[src/rtl/game_pkg.sv]
// Shared types and constants for the game-flow controller: one-hot phase
// encoding, banner codes and the level-advance helper.
package game_pkg;

  localparam int SCORE_W = 16;

  typedef enum logic [4:0] {
    ST_ATTRACT     = 5'b00001,
    ST_PLAY        = 5'b00010,
    ST_HIT_PAUSE   = 5'b00100,
    ST_LEVEL_CLEAR = 5'b01000,
    ST_GAME_OVER   = 5'b10000
  } state_e;

  localparam logic [2:0] BANNER_NONE     = 3'd0;
  localparam logic [2:0] BANNER_TITLE    = 3'd1;
  localparam logic [2:0] BANNER_PAUSED   = 3'd2;
  localparam logic [2:0] BANNER_CLEAR    = 3'd3;
  localparam logic [2:0] BANNER_GAMEOVER = 3'd4;

  // Past the last level play wraps back to level 1.
  function automatic logic [3:0] next_level(input logic [3:0] lvl,
                                            input logic [3:0] max_lvl);
    return (lvl >= max_lvl) ? 4'd1 : lvl + 4'd1;
  endfunction

endpackage

[src/rtl/score_keeper.sv]
// Saturating score accumulator with clear-on-new-game and a high-score
// register that tracks the score while the game-over phase is shown.
module score_keeper
  import game_pkg::*;
#(
  parameter int score_width_p = SCORE_W
) (
  input  logic                     clk_i,
  input  logic                     reset_i,
  input  logic                     clear_i,
  input  logic                     add_i,
  input  logic [3:0]               points_i,
  input  logic                     track_hi_i,
  output logic [score_width_p-1:0] score_o,
  output logic [score_width_p-1:0] hiscore_o
);

  logic [score_width_p-1:0] score_q, score_d;
  logic [score_width_p-1:0] hiscore_q, hiscore_d;
  logic [score_width_p:0]   sum;

  always_comb begin
    sum = {1'b0, score_q} + {{(score_width_p-3){1'b0}}, points_i};
    score_d = score_q;
    if (clear_i) begin
      score_d = '0;
    end else if (add_i) begin
      // A carry out of the top bit pins the score at all-ones.
      score_d = sum[score_width_p] ? {score_width_p{1'b1}} : sum[score_width_p-1:0];
    end
  end

  always_comb begin
    hiscore_d = hiscore_q;
    if (track_hi_i && (score_q > hiscore_q)) begin
      hiscore_d = score_q;
    end
  end

  always_ff @(posedge clk_i or posedge reset_i) begin
    if (reset_i) begin
      score_q   <= '0;
      hiscore_q <= '0;
    end else begin
      score_q   <= score_d;
      hiscore_q <= hiscore_d;
    end
  end

  assign score_o   = score_q;
  assign hiscore_o = hiscore_q;

endmodule

[src/rtl/game_sequencer.sv]
// Game-flow controller: sequences attract, play, hit-pause, level-clear and
// game-over phases, owns level and frame counters, and issues control pulses.
module game_sequencer
  import game_pkg::*;
#(
  parameter logic [3:0] num_levels_p   = 4'd8,
  parameter int         pause_frames_p = 60,
  parameter int         score_width_p  = SCORE_W
) (
  input  logic                     clk_i,
  input  logic                     reset_i,
  input  logic                     frame_tick_i,
  input  logic                     start_i,
  input  logic                     player_hit_i,
  input  logic                     player_alive_i,
  input  logic                     enemies_cleared_i,
  input  logic                     enemies_landed_i,
  input  logic                     kill_i,
  input  logic [3:0]               kill_points_i,
  output logic [4:0]               state_o,
  output logic                     run_o,
  output logic [3:0]               level_o,
  output logic [score_width_p-1:0] score_o,
  output logic [score_width_p-1:0] hiscore_o,
  output logic [2:0]               banner_o,
  output logic                     new_game_o,
  output logic                     level_reset_o,
  output logic                     add_life_o
);

  localparam int CNT_W = $clog2(pause_frames_p + 1);

  state_e             state_q, state_d;
  logic [3:0]         level_q, level_d;
  logic [CNT_W-1:0]   cnt_q, cnt_d;
  logic               new_game_q, new_game_d;
  logic               level_reset_q, level_reset_d;
  logic               add_life_q, add_life_d;

  always_ff @(posedge clk_i or posedge reset_i) begin
    if (reset_i) begin
      state_q       <= ST_ATTRACT;
      level_q       <= 4'd1;
      cnt_q         <= '0;
      new_game_q    <= 1'b0;
      level_reset_q <= 1'b0;
      add_life_q    <= 1'b0;
    end else begin
      state_q       <= state_d;
      level_q       <= level_d;
      cnt_q         <= cnt_d;
      new_game_q    <= new_game_d;
      level_reset_q <= level_reset_d;
      add_life_q    <= add_life_d;
    end
  end

  // Transition actions are computed alongside the next state so every pulse
  // lands in the first cycle the new state is visible.
  always_comb begin
    state_d       = state_q;
    level_d       = level_q;
    cnt_d         = cnt_q;
    new_game_d    = 1'b0;
    level_reset_d = 1'b0;
    add_life_d    = 1'b0;
    case (state_q)
      ST_ATTRACT, ST_GAME_OVER: begin
        if (start_i) begin
          state_d       = ST_PLAY;
          level_d       = 4'd1;
          new_game_d    = 1'b1;
          level_reset_d = 1'b1;
        end
      end
      ST_PLAY: begin
        if (enemies_landed_i || (player_hit_i && !player_alive_i)) begin
          state_d = ST_GAME_OVER;
        end else if (player_hit_i) begin
          state_d = ST_HIT_PAUSE;
        end else if (enemies_cleared_i) begin
          state_d    = ST_LEVEL_CLEAR;
          cnt_d      = CNT_W'(pause_frames_p);
          add_life_d = ~level_q[0];
        end
      end
      ST_HIT_PAUSE: begin
        if (start_i) begin
          state_d = ST_PLAY;
        end
      end
      ST_LEVEL_CLEAR: begin
        if (frame_tick_i) begin
          if (cnt_q == CNT_W'(1)) begin
            state_d       = ST_PLAY;
            level_d       = next_level(level_q, num_levels_p);
            level_reset_d = 1'b1;
          end else begin
            cnt_d = cnt_q - CNT_W'(1);
          end
        end
      end
      default: state_d = ST_ATTRACT;
    endcase
  end

  always_comb begin
    run_o    = 1'b0;
    banner_o = BANNER_NONE;
    case (state_q)
      ST_ATTRACT:     banner_o = BANNER_TITLE;
      ST_PLAY:        run_o    = 1'b1;
      ST_HIT_PAUSE:   banner_o = BANNER_PAUSED;
      ST_LEVEL_CLEAR: banner_o = BANNER_CLEAR;
      ST_GAME_OVER:   banner_o = BANNER_GAMEOVER;
      default:        banner_o = BANNER_NONE;
    endcase
  end

  score_keeper #(
    .score_width_p(score_width_p)
  ) u_score (
    .clk_i     (clk_i),
    .reset_i   (reset_i),
    .clear_i   (new_game_d),
    .add_i     (kill_i && (state_q == ST_PLAY)),
    .points_i  (kill_points_i),
    .track_hi_i(state_q == ST_GAME_OVER),
    .score_o   (score_o),
    .hiscore_o (hiscore_o)
  );

  assign state_o       = state_q;
  assign level_o       = level_q;
  assign new_game_o    = new_game_q;
  assign level_reset_o = level_reset_q;
  assign add_life_o    = add_life_q;

endmodule

[config.mk]
export PLATFORM = sky130hd
export DESIGN_NAME = game_sequencer
export DESIGN_NICKNAME = d
export VERILOG_FILES = /design/src/rtl/game_pkg.sv /design/src/rtl/score_keeper.sv /design/src/rtl/game_sequencer.sv
export SDC_FILE = /design/constraint.sdc
export NUM_CORES = 1
export LEC_CHECK = 0
export ABC_CLOCK_PERIOD_IN_PS = 2040
export BUFFER_PORTS_ARGS = -buffer_cell sky130_fd_sc_hd__buf_2
export CORE_ASPECT_RATIO = 0.75
export CORE_UTILIZATION = 51
export CTS_CLUSTER_SIZE = 8
export DETAILED_ROUTE_END_ITERATION = 8
export PLACE_DENSITY_LB_ADDON = 0.2
export RECOVER_POWER = 25
export SYNTH_ARGS = -nofsm -noshare
export SYNTH_HDL_FRONTEND = slang
export SYNTH_SLANG_ARGS = --single-unit
[constraint.sdc]
create_clock -name clk_i -period 2.04 [get_ports clk_i]
set_input_delay 0 -clock clk_i [delete_from_list [all_inputs] [get_ports clk_i]]
set_output_delay 0 -clock clk_i [all_outputs]
set_load 0.05 [all_outputs]
Yosys cells after proc, flatten, opt, wreduce, memory -nomap -nowiden
Cells that the tools add are included.
- add/subtract/negate cells: 3
- order comparisons: 2
- equal/unequal tests: 15
- mux-type cells: 32
- bitwise operators: 1
- reductions and logical operators: 13
- operators with widths (kind ; count):
    2-to-1 mux 16 bit ; 3
    2-to-1 mux 5 bit ; 6
    2-to-1 mux 6 bit ; 5
    adder 16 x 4 -> 17 bit ; 1
    > comparator 16 bit ; 1
    2-to-1 mux 4 bit ; 4
    one-hot mux 5 bit (3 select lines) ; 1
    != test 2 bit, second input constant ; 7
    one-hot mux 3 bit (4 select lines) ; 1
    one-hot mux 6 bit (2 select lines) ; 1
    2-to-1 mux 1 bit ; 9
    one-hot mux 4 bit (2 select lines) ; 1
    AND reduction 4 bit ; 2
    equality test 6 x 1 -> 1 bit, second input constant ; 1
    AND reduction 6 bit ; 1
    nonzero test 2 bit ; 3
    subtractor 6 x 1 -> 6 bit, second input constant ; 1
    equality test 5 x 1 -> 1 bit, second input constant ; 1
    equality test 5 x 2 -> 1 bit, second input constant ; 1
    equality test 5 x 3 -> 1 bit, second input constant ; 1
    equality test 5 x 4 -> 1 bit, second input constant ; 1
    equality test 5 bit, second input constant ; 1
    adder 4 x 1 -> 4 bit, second input constant ; 1
    >= comparator 4 bit, second input constant ; 1
    9 further kinds ; 11
- register bits after elaboration: 50

Logic depth before layout (Yosys ltp)
- depth after elaboration: 5
- depth in mapped cells: 9
- mapped depth without buffers: 7

Modules after synthesis
A second synthesis with hierarchy kept.
- cell total of the unflattened synthesis: 309
- area, all modules: 3070.4 µm²
- by module, submodules not included (module ; times used ; cells each ; area each (µm²) ; seq. area each (µm²)):
    score_keeper ; 1 ; 191 ; 1944.4 ; 800.8
    game_sequencer ; 1 ; 118 ; 1126.1 ; 452.9

Worst setup path after synthesis
Ideal clock, no wire load.
- path type: register to register
- start point: reg u_score.hiscore_q[15], in the netlist u_score.hiscore_o[15]
- end point: reg u_score.hiscore_q[6], in the netlist u_score.hiscore_o[6]
- setup time: 133 ps
- arrival time: 2416 ps
- data required time: 1907 ps
- setup slack: -510 ps
- stages on the path, launching flop included: 10
- path buffers: 2
- clock period less this slack: 2550 ps
- path through: dfrtp_1 inv_1 ha_1 nand4_1 or4_1 and2_1 clkbuf_1 clkbuf_1 nand2_1 o21ai_0
- longest elaborated chain between the ends: 2
- RTL lines (item ; RTL line ; RTL):
    start, declared ; score_keeper.sv:19 ; logic [score_width_p-1:0] hiscore_q, hiscore_d;
    start signal, assigned ; score_keeper.sv:46 ; hiscore_q <= hiscore_d;
    > comparator 16 bit ; score_keeper.sv:35 ; if (track_hi_i && (score_q > hiscore_q)) begin
    logical AND 1 bit ; score_keeper.sv:35 ;
No other way between the ends.
A chain may end at the register's enable or synchronous reset.

Final worst setup path
- start point: reg u_score.hiscore_q[3], in the netlist u_score.hiscore_o[3]
- end point: reg u_score.hiscore_q[2], in the netlist u_score.hiscore_o[2]
Same word-level chain as after synthesis.

==> flow_metrics.tcl <==
set metrics [dict create \
    synth_edf_count 0 \
    ys_seq_area_frac 0.380 \
    dr.pass1.iters 5 \
    layout.nets 515 \
    via_count 3541 \
    die_y_um 71.6 \
    max_freq_mhz 477 \
    start_util 0.549 \
    ir_drop_v 0.000567 \
    setup-tns-final_ps -259 \
    core_area_sq_um 6010 \
    critPathMaxFanout 8 \
    grt_max_degree 24 \
    hpwl_um 7400 \
    grt-ovfl-total 0 \
    rsz0062_at_grt "yes" \
    reg2reg_depth 8 \
    fin_skew_ps 13.5 \
    worstPathRequired_ps 2240 \
    tightest_slew_ps 843 \
    rows 24 \
    worst_setup_path_start_kind "flip-flop" \
    die_x_um 94.8 \
    viasPerCell 6.36 \
    drc_errors 0 \
    grt_pass1_vias 3149 \
    hold_end "state_o[4]" \
    grt_pass1_wl_um 16100 \
    path_clk_slew_ps 110 \
    max_stage_delay_ps 490 \
    synth_top_cell_by_area "dfrtp_1" \
    cap_violations 0 \
    worst_ep_arrival_time_ps 2300 \
    htreeDepth 2 \
    hold_path.class "primary input to flip-flop" \
    die_area_sq_um 6790 \
    n_fill_cell 417 \
    crit_slowest_cell "a2111o_1" \
    worstSetupPathType "flip-flop to flip-flop" \
    syn_nets 405 \
    synth_area_leaders "dfrtp_1 36%, ha_1 8.7%, o21ai_0 4.7%, nand2_1 4.6%, nor4_1 4.4%" \
    track_usage 0.312 \
    avgSynthCellArea_sq_um 8.96 \
    finalNonFillerCells 557 \
    ys.flop_type "dfrtp_1" \
    setup_viol 9 \
    p_total_mw 4.24 \
    synth.top_cell.area_share 0.364 \
    path_cells "inv_1 > ha_4 > buf_4 > a21oi_1 > a2111o_1 > buf_6 > a32oi_2 > o21ai_1" \
    status "complete, but fails checks" \
    ys_types 61 \
    path_delay_family "compound AO/OA/AOI/OAI gates" \
    path_buf_inv 3 \
    diodes 0 \
    crit_start "u_score.hiscore_o[3]" \
    routabilityCongestion 0.885 \
    min_from "enemies_landed_i" \
    clockBufferDepth 2 \
    clkSinkCount 50 \
    drt_iter0_drc 271 \
    worstSetupEndpointType "flip-flop" \
    yosys_register_bits 50 \
    powerDensity_nw_per_um2 915 \
    drt-total-wl_um 11000 \
    cts_root_buf "clkbuf_8" \
    whs_path_depth 3 \
    cts_buffers 5 \
    syn_to_final_growth_pct 40.4 \
    yosys_warnings 0 \
    fin_crit_sh 1.03 \
    r2r_setup_slack_ps -60 \
    netlist_instances 368 \
    period_needed_ps 2100 \
    finalHoldViolations 0 \
    final_common_cell "buf_2" \
    slew_headroom 0.438 \
    drive_above_1_share 0.476 \
    cts_tree "built" \
    drtAntennaViolNets 0 \
    layout_common_cells "53 x buf_2, 49 x buf_4, 34 x dfrtp_2" \
    antenna_found_initial 0 \
    wl_per_cell_um 19.7 \
    fin_util 0.771 \
    insertion_delay_ps 320 \
    worstReg2RegStart "u_score.hiscore_o[3]" \
    num_io_pins 61 \
    p_leak_nw 1.98 \
    slew_viol_final 0 \
    rr_endpoint "u_score.hiscore_o[2]" \
    dpl.cell_count 539 \
    syn_area_sq_um 3300 \
    synthArstFlopShare 1.00 \
    io_buffer_count 60 \
    violations "negative setup slack" \
    worst_slack_ps -56.2 \
]
layout make-up:
cell class | count | area, sq um | share of cell area
clock buffers | 5 | 68.8 | 0.0149
clock inverters | 3 | 47.5 | 0.0103
inverters | 27 | 101 | 0.0219
multi-input cells | 273 | 2210 | 0.477
flip-flops and latches | 50 | 1300 | 0.280
well taps | 78 | 97.6 | 0.0211
repair buffers | 121 | 810 | 0.175
sequential cells by signal (all words and copies together) (netlist names):
name / cells
add_life_o: 1
cnt_q: 6
level_o: 4
level_reset_o: 1
new_game_o: 1
state_o: 5
u_score.hiscore_o: 16
u_score.score_o: 16
layer usage:
metal	routed length (um)	global-route usage	up-vias
li1	-	-	1608
met2	5080	0.490	191
met4	168	0.0471	0
met5	0	0	-
met3	983	0.0563	19
met1	4730	0.462	1723
worst reg2reg max path, cell delays in order, from the launching register on:
cell	delay (ps)
dfrtp_2	380
inv_1	110
ha_4	290
buf_4	110
a21oi_1	70
a2111o_1	490
buf_6	190
a32oi_2	230
o21ai_1	110
worst max path at each step:
stage,end,slack (ps),cells past startpoint
CTS,u_score.score_o[13],-30,8
global placement,u_score.hiscore_o[0],-9,7
floorplan,u_score.hiscore_o[6],-210,9
global route,u_score.hiscore_o[5],-110,8
finish,u_score.hiscore_o[2],-60,8
detailed placement,u_score.score_o[13],-140,7
cells in the mapped netlist (2+ instances only):
cell type / instances
a211oi_1: 2
a21o_1: 2
a21oi_1: 21
a31oi_1: 5
a32o_1: 3
a32oi_1: 16
and2_1: 2
and3_1: 3
and4_1: 2
buf_6: 3
clkbuf_1: 12
clkbuf_8: 2
dfrtp_1: 48
dfstp_2: 2
ha_1: 23
inv_1: 27
nand2_1: 40
nand2b_1: 3
nand3_1: 10
nand4_1: 6
nor2_1: 13
nor2b_1: 2
nor3_1: 10
nor4_1: 23
o211a_1: 2
o211ai_1: 3
o21a_1: 4
o21ai_0: 31
o21ai_1: 2
o22ai_1: 2
o31ai_1: 4
or3_1: 3
or3_2: 2
or4_1: 4
xnor2_1: 4
xor2_1: 2
report_power, final:
| part | internal [mW] | total (mW) | switching [mW] |
|---|---|---|---|
| combinational | 0.748 | 2.12 | 1.37 |
| sequential | 1.16 | 1.36 | 0.198 |
| clock | 0.375 | 0.759 | 0.384 |
| total | 2.29 | 4.24 | 1.95 |
through the flow:
step	hold slack [ps]	cell area (sq um)	setup WS (ps)
finish	13.7	4630	-56.2
global placement	37.7	4200	-9.13
global route	55.3	4630	-108
floorplan	161	3520	-211
detailed placement	39.5	4200	-141
CTS	4.40	4430	-28.0
what timing repair did:
action | in CTS | in global routing
endpoints found under the setup margin | 16 | 29
pin swaps | 7 | 12
hold endpoints to repair | 21 | 0
buffers inserted | 2 | 5
gates resized for setup | 12 | 31
hold buffers | 3 | 0
cells by family after synthesis:
logic type      share of synthesized area
simple gates                        0.226
compound gates                      0.216
flops                               0.380
buf+inv                            0.0645
fa+ha+maj                          0.0934
xor+xnor                           0.0159
mux                               0.00342
Power figures use the tool's default switching activity.
